$ cat src/rtl/tri_aoi21_skid_if.sv
// Handshake bundle for tri_aoi21_skid: upstream AOI21 operands in, registered
// result out, plus entry count for observability.
interface tri_aoi21_skid_if #(
    parameter int WIDTH = 1
);
    logic             in_vld;
    logic             in_rdy;
    logic [WIDTH-1:0] a0;
    logic [WIDTH-1:0] a1;
    logic [WIDTH-1:0] b0;
    logic             out_vld;
    logic             out_rdy;
    logic [WIDTH-1:0] out_y;
    logic             out_par;
    logic [1:0]       occ;

    modport master (
        output in_vld, a0, a1, b0, out_rdy,
        input  in_rdy, out_vld, out_y, out_par, occ
    );

    modport slave (
        input  in_vld, a0, a1, b0, out_rdy,
        output in_rdy, out_vld, out_y, out_par, occ
    );
endinterface

$ cat src/rtl/tri_aoi21_skid.sv
// Registered AOI21 stage (y = ~((a0&a1)|b0)) with even parity, behind a
// two-entry skid buffer so in_rdy depends only on registered state.
module tri_aoi21_skid #(
    parameter int               WIDTH = 1,
    parameter logic [WIDTH-1:0] INIT  = '0
) (
    input  logic             nclk,
    input  logic             rst,
    input  logic             act,
    tri_aoi21_skid_if.slave  bus
);
    typedef enum logic [1:0] {
        EMPTY = 2'd0,
        ONE   = 2'd1,
        TWO   = 2'd2
    } state_e;

    state_e           state_q, state_d;
    logic [WIDTH-1:0] main_y_q, main_y_d;
    logic             main_par_q, main_par_d;
    logic [WIDTH-1:0] skid_y_q, skid_y_d;
    logic             skid_par_q, skid_par_d;

    logic [WIDTH-1:0] new_y;
    logic             new_par;
    logic             in_rdy, out_vld, push, pop;

    assign new_y   = ~((bus.a0 & bus.a1) | bus.b0);
    assign new_par = ^new_y;

    // Both handshakes are suppressed during reset so nothing is accepted or
    // presented in a cycle whose state is about to be discarded.
    assign in_rdy  = act & ~rst & (state_q != TWO);
    assign out_vld = act & ~rst & (state_q != EMPTY);
    assign push    = bus.in_vld & in_rdy;
    assign pop     = out_vld & bus.out_rdy;

    always_comb begin
        state_d    = state_q;
        main_y_d   = main_y_q;
        main_par_d = main_par_q;
        skid_y_d   = skid_y_q;
        skid_par_d = skid_par_q;
        if (act) begin
            case (state_q)
                EMPTY: begin
                    if (push) begin
                        state_d    = ONE;
                        main_y_d   = new_y;
                        main_par_d = new_par;
                    end
                end
                ONE: begin
                    if (push && pop) begin
                        main_y_d   = new_y;
                        main_par_d = new_par;
                    end else if (push) begin
                        state_d    = TWO;
                        skid_y_d   = new_y;
                        skid_par_d = new_par;
                    end else if (pop) begin
                        state_d    = EMPTY;
                    end
                end
                TWO: begin
                    if (pop) begin
                        state_d    = ONE;
                        main_y_d   = skid_y_q;
                        main_par_d = skid_par_q;
                    end
                end
                default: state_d = EMPTY;
            endcase
        end
    end

    always_ff @(posedge nclk) begin
        if (rst) begin
            state_q    <= EMPTY;
            main_y_q   <= INIT;
            main_par_q <= ^INIT;
            skid_y_q   <= INIT;
            skid_par_q <= ^INIT;
        end else if (act) begin
            state_q    <= state_d;
            main_y_q   <= main_y_d;
            main_par_q <= main_par_d;
            skid_y_q   <= skid_y_d;
            skid_par_q <= skid_par_d;
        end
    end

    assign bus.in_rdy  = in_rdy;
    assign bus.out_vld = out_vld;
    assign bus.out_y   = main_y_q;
    assign bus.out_par = main_par_q;
    assign bus.occ     = state_q;
endmodule

$ cat src/flat_wrapper.sv
// flat-port wrapper written by rule: the top's interface ports become plain ports
module tri_aoi21_skid_flat 
#(
    parameter int               WIDTH = 1,
    parameter logic [WIDTH-1:0] INIT  = '0
)
  (nclk, rst, act, bus_in_vld, bus_a0, bus_a1, bus_b0, bus_out_rdy, bus_in_rdy, bus_out_vld, bus_out_y, bus_out_par, bus_occ);
  tri_aoi21_skid_if #(.WIDTH(WIDTH)) bus_i ();
  input  logic nclk;
  input  logic rst;
  input  logic act;
  input wire logic [$bits(bus_i.in_vld)-1:0] bus_in_vld;
  input wire logic [$bits(bus_i.a0)-1:0] bus_a0;
  input wire logic [$bits(bus_i.a1)-1:0] bus_a1;
  input wire logic [$bits(bus_i.b0)-1:0] bus_b0;
  input wire logic [$bits(bus_i.out_rdy)-1:0] bus_out_rdy;
  output wire logic [$bits(bus_i.in_rdy)-1:0] bus_in_rdy;
  output wire logic [$bits(bus_i.out_vld)-1:0] bus_out_vld;
  output wire logic [$bits(bus_i.out_y)-1:0] bus_out_y;
  output wire logic [$bits(bus_i.out_par)-1:0] bus_out_par;
  output wire logic [$bits(bus_i.occ)-1:0] bus_occ;
  assign bus_i.in_vld = bus_in_vld;
  assign bus_i.a0 = bus_a0;
  assign bus_i.a1 = bus_a1;
  assign bus_i.b0 = bus_b0;
  assign bus_i.out_rdy = bus_out_rdy;
  assign bus_in_rdy = bus_i.in_rdy;
  assign bus_out_vld = bus_i.out_vld;
  assign bus_out_y = bus_i.out_y;
  assign bus_out_par = bus_i.out_par;
  assign bus_occ = bus_i.occ;
  tri_aoi21_skid #(.WIDTH(WIDTH), .INIT(INIT)) u_core (.nclk(nclk), .rst(rst), .act(act), .bus(bus_i));
endmodule
$ cat config.mk
export PLATFORM = sky130hd
export DESIGN_NAME = tri_aoi21_skid_flat
export DESIGN_NICKNAME = d
export VERILOG_FILES = /design/src/rtl/tri_aoi21_skid_if.sv /design/src/rtl/tri_aoi21_skid.sv /design/src/flat_wrapper.sv
export SDC_FILE = /design/constraint.sdc
export NUM_CORES = 1
export LEC_CHECK = 0
export ABC_AREA = 1
export CORE_UTILIZATION = 25
export DETAILED_ROUTE_END_ITERATION = 10
export DONT_BUFFER_PORTS = 1
export GPL_TIMING_DRIVEN = 0
export MAX_ROUTING_LAYER = met4
export SLEW_MARGIN = 15
export SYNTH_ARGS = -nofsm -noshare
export SYNTH_HDL_FRONTEND = slang
export SYNTH_SLANG_ARGS = --single-unit
$ cat constraint.sdc
create_clock -name nclk -period 1.26 [get_ports nclk]
set_clock_uncertainty 0.05 [all_clocks]
set_input_delay 0.252 -clock nclk [delete_from_list [all_inputs] [get_ports nclk]]
set_output_delay 0.252 -clock nclk [all_outputs]
set_load 0.03 [all_outputs]
==> reports/results.ini, run 1 <==
[global_route]
grt_max_degree=6
grt_antenna_before_repair=0
grt_pass1_vias=284
grt_pass1_wl_um=1170
grt_util_all_layers_pct=10.8
grt-ovfl-total=0

[sta]
finalCriticalPeriod_ps=1320
period_share_pct=105
fmax_mhz=759
setup_viol=6
worstMarginPinSlew_ps=204
finalWorstSetupSlack_ps=-58.2
drv_slew=0
hold_viol_final=0
max_slew_margin_pct=86.4
rsz0062_at_grt=yes
fin_tns_setup_ps=-178

[die]
core-area_um2=1350
ios=14
num_rows=13
dieArea_um2=1670
initial_core_util_pct=28.0
die_w_um=40.9
die_y_um=40.9

[critical_path]
crit_family=simple AND/OR/NAND/NOR gates
cp.depth=10
crit_slowest_cell=dfxtp_4
cpPeakStageDelay_ps=440
path_buf_inv=1
worst_ep_arrival_time_ps=1430
cp-end-kind=register
path_max_fanout=5
r2r_slack_ps=-60
required_ps=1380
cp-start-kind=register
critPathKind=reg -> reg
r2r_cells=10
path_cells=inv_4 > nand2_4 > nand2_4 > nor2_4 > nand2_1 > nand2_1 > nand2_1 > nand3_1 > nand2_1 > nor2_1
crit_top_cell=nand2_1
startpoint=u_core.bus.occ[1]$_SDFFE_PP0P_
critical_path.endpoint=u_core.bus.occ[1]$_SDFFE_PP0P_
r2r_start=u_core.bus.occ[1]$_SDFFE_PP0P_
rr_endpoint=u_core.bus.occ[1]$_SDFFE_PP0P_

[logic_synthesis]
ys_warn_count=0
synthArstFlopShare_pct=0
synth_xor_area_share_pct=0
synth_ff_type=dfxtp_1
syn_area_um2=378
synth-edff-count=0
muxShareOfSynthArea_pct=0
syn_nets=68
synth_fa_ha_area_share_pct=0
synth_simple_gate_area_share_pct=58.9
synth_area_per_cell_um2=6.30
synth_top_family_by_area=simple AND/OR/NAND/NOR gates
ys_seq_area_share_pct=21.2
synth_compound_area_share_pct=5.96
synth-seq-cells=4
synthCells=60
yosysUniqueCellTypes=18

[drt]
wire_per_inst_um=9.85
drc=0
drt_iter0_markers=6
viasPerCell=4.50
antenna_left=0
via_count=369
drt_first_pass_iters=4
routed_wl_um=808

[power_and_ir_drop]
p_sw_mw=0.274
irDropWorstVdd_v=0.000636
power.internal_mw=0.361
p_seq_share_pct=32.1
p_comb_share_pct=43.4
swShare_pct=43.1
power.leakage_nw=0.261
power_density_nw_per_um2=1170
p_clk_share_pct=24.5

[clocking]
cts_hold_buf=0
insertion_delay_ps=230
cts_num_sinks=4
clk_pin_slew_ps=40
cts_tree=done
cts_max_path_buffers=2
cts-htree-levels=1
root_buffer=clkbuf_4
cts_buffers=3

[outcome]
violations=negative setup slack
status=finished with violations

[placed_design]
place_congestion=0.742
place_area_um2=404
port_buffers=0
dp_hpwl_um=590
place_ws_ps=-111

[cells_and_area]
nets=77
synthToLayoutAreaGrowth_pct=43.4
drive_gt1_share_pct=50.7
final_cell_area_um2=542
final_cell_mix=nand2_1 (14), nor2_1 (6), nand2_4 (5), inv_1 (5), buf_4 (4)
antennaDiodeCount=0
final_common_cell=nand2_1

[run]
drv_cap=0

[hold_path]
hp-class=in -> reg

-- worst reg2reg max path: cells and delay by family, from the launching register on --
family | cells | cell delay (ps)
buffers and inverters | 1 | 60
flip-flops | 1 | 440
AND/OR/NAND/NOR | 9 | 710
-- synthesized netlist by cell type (2+ instances only) --
master	n	area, um2
inv_2	4	15.0
a21oi_1	2	10.0
nand2_2	3	18.8
inv_1	8	30.0
nor2_2	2	12.5
nand2_1	17	63.8
nand3_1	5	25.0
dfxtp_1	4	80.1
nor2_1	6	22.5
-- how the worst min path moves through the flow --
stage,endpoint,slack [ps],cells after the start,from
2_1_floorplan,u_core.bus.occ[0]$_SDFFE_PP0P_,340,3,rst
3_3_place_gp,u_core.bus.occ[0]$_SDFFE_PP0P_,350,3,rst
3_5_place_dp,u_core.bus.occ[0]$_SDFFE_PP0P_,350,3,rst
4_1_cts,u_core.bus.occ[0]$_SDFFE_PP0P_,110,3,rst
5_1_grt,u_core.bus.occ[0]$_SDFFE_PP0P_,120,3,rst
6_report,u_core.bus.occ[0]$_SDFFE_PP0P_,120,3,rst
-- metrics by stage --
stage,power (mW),hold slack (ps),std cells,util [%]
after global routing,0.676,118,82,40.1
after CTS,0.614,111,80,36.0
after floorplan,0.374,337,60,-
after detailed placement,0.400,353,75,29.9
after global placement,0.398,353,75,29.9
final,0.636,119,82,40.1
-- power by group through the flow --
stage / logic, mW / clock network, mW / registers [mW]
CTS: 0.247 / 0.164 / 0.203
global route: 0.297 / 0.172 / 0.208
finish: 0.276 / 0.156 / 0.204
detailed placement: 0.202 / 0 / 0.197
global placement: 0.201 / 0 / 0.197
floorplan: 0.180 / 0 / 0.193
-- kinds of logic (layout without fill, tap and decap cells) --
logic type | Yosys count | after routing
buffers and inverters | 13 | 20
DFF | 4 | 4
AOI/OAI and AO/OA | 4 | 4
and+or+nand+nor | 39 | 39
-- what timing repair did --
item                       in CTS  in global routing
setup buffers                   2                  2
setup endpoints to repair       7                  6
gates resized for setup        16                  6
pin swaps                       5                  8
-- flip-flops by register name, indices dropped and copies added, names as in the netlist --
register / cells
u_core.bus.occ: 2
u_core.bus.out_y: 1
u_core.skid_y_q: 1
-- final cells by class --
type | count | area, um2
Fill cell | 152 | 808
Sequential cell | 4 | 88.8
Buffer | 1 | 7.51
Multi-Input combinational cell | 43 | 302
Clock buffer | 3 | 22.5
Inverter | 12 | 60.1
Timing Repair Buffer | 4 | 42.5
Tap cell | 15 | 18.8
-- metal layers --
layer / track usage (%) / part of all wire (%)
met1: 14.0 / 44
met2: 15.2 / 49
met3: 4.89 / 7.8
met4: 2.50 / 0
met5: - / 0
No activity file was read; power rests on OpenSTA's default activity.
==> run 2: changes to the inputs <==
--- a/config.mk
+++ b/config.mk
@@ -11,6 +11,7 @@
 export DONT_BUFFER_PORTS = 1
 export GPL_TIMING_DRIVEN = 0
 export MAX_ROUTING_LAYER = met4
+export SKIP_CTS_REPAIR_TIMING = 1
 export SLEW_MARGIN = 15
 export SYNTH_ARGS = -nofsm -noshare
 export SYNTH_HDL_FRONTEND = slang
==> run 2 against run 1 <==
Global-route usage fell by 0.69 points. Combinational power increased by 4%. Sequential power is essentially flat. Design area increased by 0.92%. Largest cell class unchanged. Non-clock buffer count did not move. Total power rose by 1.5%. First-iteration DRC count decreased by 33%. The flow still finishes with violations (negative setup slack). Die area is the same. Sequential share of layout area is 0.15 points lower. Worst setup slack got worse by 35 ps.
==> reports/results.ini, run 2 (synthesized netlist as in run 1, its figures left out) <==
[clocking]
insertion_delay_ps=230
cts_buffers=3
cts_num_sinks=4
cts-htree-levels=1
cts_max_path_buffers=2
root_buffer=clkbuf_4
cts_tree=done
clk_pin_slew_ps=40

[drt]
antenna_left=0
viasPerCell=4.54
drt_iter0_markers=4
via_count=372
drc=0
routed_wl_um=748
wire_per_inst_um=9.12
drt_first_pass_iters=2

[critical_path]
r2r_start=u_core.bus.occ[0]$_SDFFE_PP0P_
path_max_fanout=5
critPathKind=reg -> out
required_ps=960
cp-start-kind=register
worst_ep_arrival_time_ps=1050
startpoint=u_core.bus.occ[1]$_SDFFE_PP0P_
cp-end-kind=output port

[placed_design]
place_ws_ps=-111
place_congestion=0.742
place_area_um2=404
dp_hpwl_um=590
port_buffers=0

[sta]
hold_viol_final=0
fmax_mhz=739
finalWorstSetupSlack_ps=-93.2
drv_slew=0
max_slew_margin_pct=86.0
fin_tns_setup_ps=-433
period_share_pct=107
worstMarginPinSlew_ps=208
setup_viol=6
fin_hold_ws_ps=119
finalCriticalPeriod_ps=1350
rsz0062_at_grt=yes

[run]
drv_cap=0

[cells_and_area]
synthToLayoutAreaGrowth_pct=44.7
multiInputGateArea_um2=319
drive_gt1_share_pct=50.7
post-route-util_pct=40.5
final_common_cell=nand2_1
n_fill_cell=152
largest_reg_flops=2
nets=77
seq_area_um2=88.8
final_cell_area_um2=547
final_cell_mix=nand2_1 (15), nand2_4 (6), inv_1 (5), nor2_1 (5)
antennaDiodeCount=0

[global_route]
grt_util_all_layers_pct=10.1
grt_pass1_wl_um=1100
grt_max_degree=6
grt_antenna_before_repair=0
grt_pass1_vias=283
grt-ovfl-total=0

[power_and_ir_drop]
power.internal_mw=0.363
p_seq_share_pct=31.4
swShare_pct=43.8
irDropWorstVdd_v=0.000656
power_density_nw_per_um2=1180
p_comb_share_pct=44.5
p_sw_mw=0.282
p_clk_share_pct=24.1
power.leakage_nw=0.265

[hold_path]
hold_path.startpoint=rst
hp-class=in -> reg

[die]
num_rows=13
die_w_um=40.9
ios=14
core-area_um2=1350
die_y_um=40.9
dieArea_um2=1670
initial_core_util_pct=28.0

[outcome]
violations=negative setup slack
status=finished with violations

run 2: routing by layer:
layer / track usage [%] / part of all wire, %
met2: 14.1 / 47
met1: 13.0 / 44
met4: 2.50 / 0
met5: - / 0
met3: 4.89 / 8.7
run 2: final cells by class:
cell class / count / area share (%)
tap: 15 / 3.43
timing repair buffer: 4 / 6.18
inverter: 12 / 10.3
multi-input combinational: 43 / 58.4
buffer: 1 / 1.37
sequential: 4 / 16.2
clock buffer: 3 / 4.12
run 2: power groups by stage:
stage	registers, mW	logic [mW]	clock network, mW
after global routing	0.206	0.309	0.172
after floorplan	0.193	0.180	0
after CTS	0.195	0.203	0.164
final	0.203	0.287	0.155
after detailed placement	0.197	0.202	0
after global placement	0.197	0.201	0
run 2: stage by stage:
step,total power [mW],instances
final,0.645,82
after detailed placement,0.400,75
after global placement,0.398,75
after CTS,0.562,78
after global routing,0.687,82
after floorplan,0.374,60
run 2: worst max-delay path, cell delays in order, from the launching register on:
cell and delay (ps):
dfxtp_4 390, inv_2 90, nand2_4 70, nand2_4 90, clkinvlp_4 170
run 2: worst paths after layout:
path,slack [ps],endpoint,cells past startpoint
setup / recovery,-90,bus_out_vld,4
hold reg to reg,420,u_core.skid_y_q$_SDFFE_PP0P_,2
setup reg to reg,-90,u_core.bus.occ[1]$_SDFFE_PP0P_,10
hold / removal,120,u_core.bus.occ[0]$_SDFFE_PP0P_,3
==> run 3: changes to the inputs <==
--- a/config.mk
+++ b/config.mk
@@ -9,7 +9,7 @@
 export CORE_UTILIZATION = 25
 export DETAILED_ROUTE_END_ITERATION = 10
 export DONT_BUFFER_PORTS = 1
-export GPL_TIMING_DRIVEN = 0
+export GPL_TIMING_DRIVEN = 1
 export MAX_ROUTING_LAYER = met4
 export SKIP_CTS_REPAIR_TIMING = 1
 export SLEW_MARGIN = 15
==> run 3 against run 2 <==
The run still ends with negative setup slack left. Clock power increased by 8%. Critical path depth did not move. Non-clock buffer count fell by 1. Sequential share of layout area is 0.62 points higher. Combinational power is 6% higher. Sequential power shrank 20%. Largest power group unchanged.
==> reports/results.ini, run 3 (synthesized netlist as in run 1, its figures left out) <==
[cells_and_area]
multiInputGateArea_um2=303
n_fill_cell=146
synthToLayoutAreaGrowth_pct=37.4
nets=76
final_cell_mix=nand2_1 (13), nand2_4 (6), nor2_1 (6)
final_cell_area_um2=519
seq_area_um2=87.6
largest_reg_flops=2
antennaDiodeCount=0
final_common_cell=nand2_1
drive_gt1_share_pct=49.3

[critical_path]
cp-end-kind=output port
path_cells=inv_4 > nand2_4 > nand2_4 > clkinvlp_4
path_max_fanout=5
startpoint=u_core.bus.occ[1]$_SDFFE_PP0P_
crit_top_cell=nand2_4
required_ps=960
worst_ep_arrival_time_ps=990
cp-start-kind=register
crit_slowest_cell=dfxtp_4
crit_family=flip-flops
r2r_start=u_core.bus.occ[1]$_SDFFE_PP0P_
cpPeakStageDelay_ps=360
path_buf_inv=2
critPathKind=reg -> out

[sta]
fmax_mhz=774
hold_viol_final=0
finalCriticalPeriod_ps=1290
period_share_pct=103
drv_slew=0
worstMarginPinSlew_ps=257
finalWorstSetupSlack_ps=-32.5
rsz0062_at_grt=yes
max_slew_margin_pct=82.7
setup_viol=1

[clocking]
insertion_delay_ps=230
root_buffer=clkbuf_4
cts_max_path_buffers=2
cts_tree=done
cts_num_sinks=4
cts_buffers=3
clk_pin_slew_ps=40
cts-htree-levels=1

[die]
ios=14
core-area_um2=1350
initial_core_util_pct=28.0
dieArea_um2=1670
die_y_um=40.9
num_rows=13
die_w_um=40.9

[placed_design]
place_ws_ps=11.2
place_area_um2=419
port_buffers=0
place_congestion=0.772
dp_hpwl_um=603

[drt]
via_count=360
viasPerCell=4.39
routed_wl_um=744
antenna_left=0
drt_iter0_markers=5
drt_first_pass_iters=4
wire_per_inst_um=9.07
drc=0

[power_and_ir_drop]
finalPower_mw=0.636
power.leakage_nw=0.252
irDropWorstVdd_v=0.000618
power_density_nw_per_um2=1230

[run]
drv_cap=0

[hold_path]
hp-class=in -> reg
hold_path.startpoint=rst

[global_route]
grt_pass1_wl_um=1170
grt-ovfl-total=0
grt_util_all_layers_pct=10.7
grt_pass1_vias=304
grt_max_degree=6
grt_antenna_before_repair=0

[outcome]
violations=negative setup slack
status=finished with violations

[run 3: metal layers]
layer / wire [um] / up-vias / global-route usage, %
met1: 331 / 151 / 13.9
met2: 334 / 11 / 15.2
li1: - / 198 / -
met4: 0 / 0 / 2.50
met3: 78 / 0 / 4.35
met5: 0 / - / -
[run 3: layout make-up]
| cell class | instances | area share [%] |
|---|---|---|
| Timing Repair Buffer | 4 | 5.78 |
| Multi-Input combinational cell | 43 | 58.3 |
| Clock buffer | 4 | 5.06 |
| Inverter | 12 | 10.4 |
| Tap cell | 15 | 3.61 |
| Sequential cell | 4 | 16.9 |
[run 3: stage by stage]
step                hold WS (ps)  instances  setup TNS (ps)  util, %
floorplan                    337         60               0        -
global placement             357         77               0     31.0
detailed placement           356         77               0     31.0
CTS                          115         81            -170     33.0
global route                 122         82            -380     38.5
finish                       119         82           -32.5     38.5
[run 3: worst reg2reg max path: stages (launching register included)]
cell and delay (ps):
dfxtp_4 380, inv_4 50, nand2_4 90, nand3_4 100, nand2_4 90, nand3_1 100
nor2_2 110, nand2_1 60, nand2_1 60, inv_1 30
[run 3: path summary, 6_finish.rpt]
path,to,slack (ps),cells past startpoint
worst min-delay path,u_core.bus.occ[0]$_SDFFE_PP0P_,120,3
worst max-delay path,bus_out_vld,-30,4
worst min register to register,u_core.skid_y_q$_SDFFE_PP0P_,430,2
worst max register to register,u_core.bus.occ[0]$_SDFFE_PP0P_,30,9
[run 3: report_power, final]
part / internal (mW) / switching (mW) / total (mW)
clock network: 0.119 / 0.0498 / 0.168
registers: 0.146 / 0.0169 / 0.163
logic: 0.101 / 0.204 / 0.305
total: 0.366 / 0.271 / 0.636
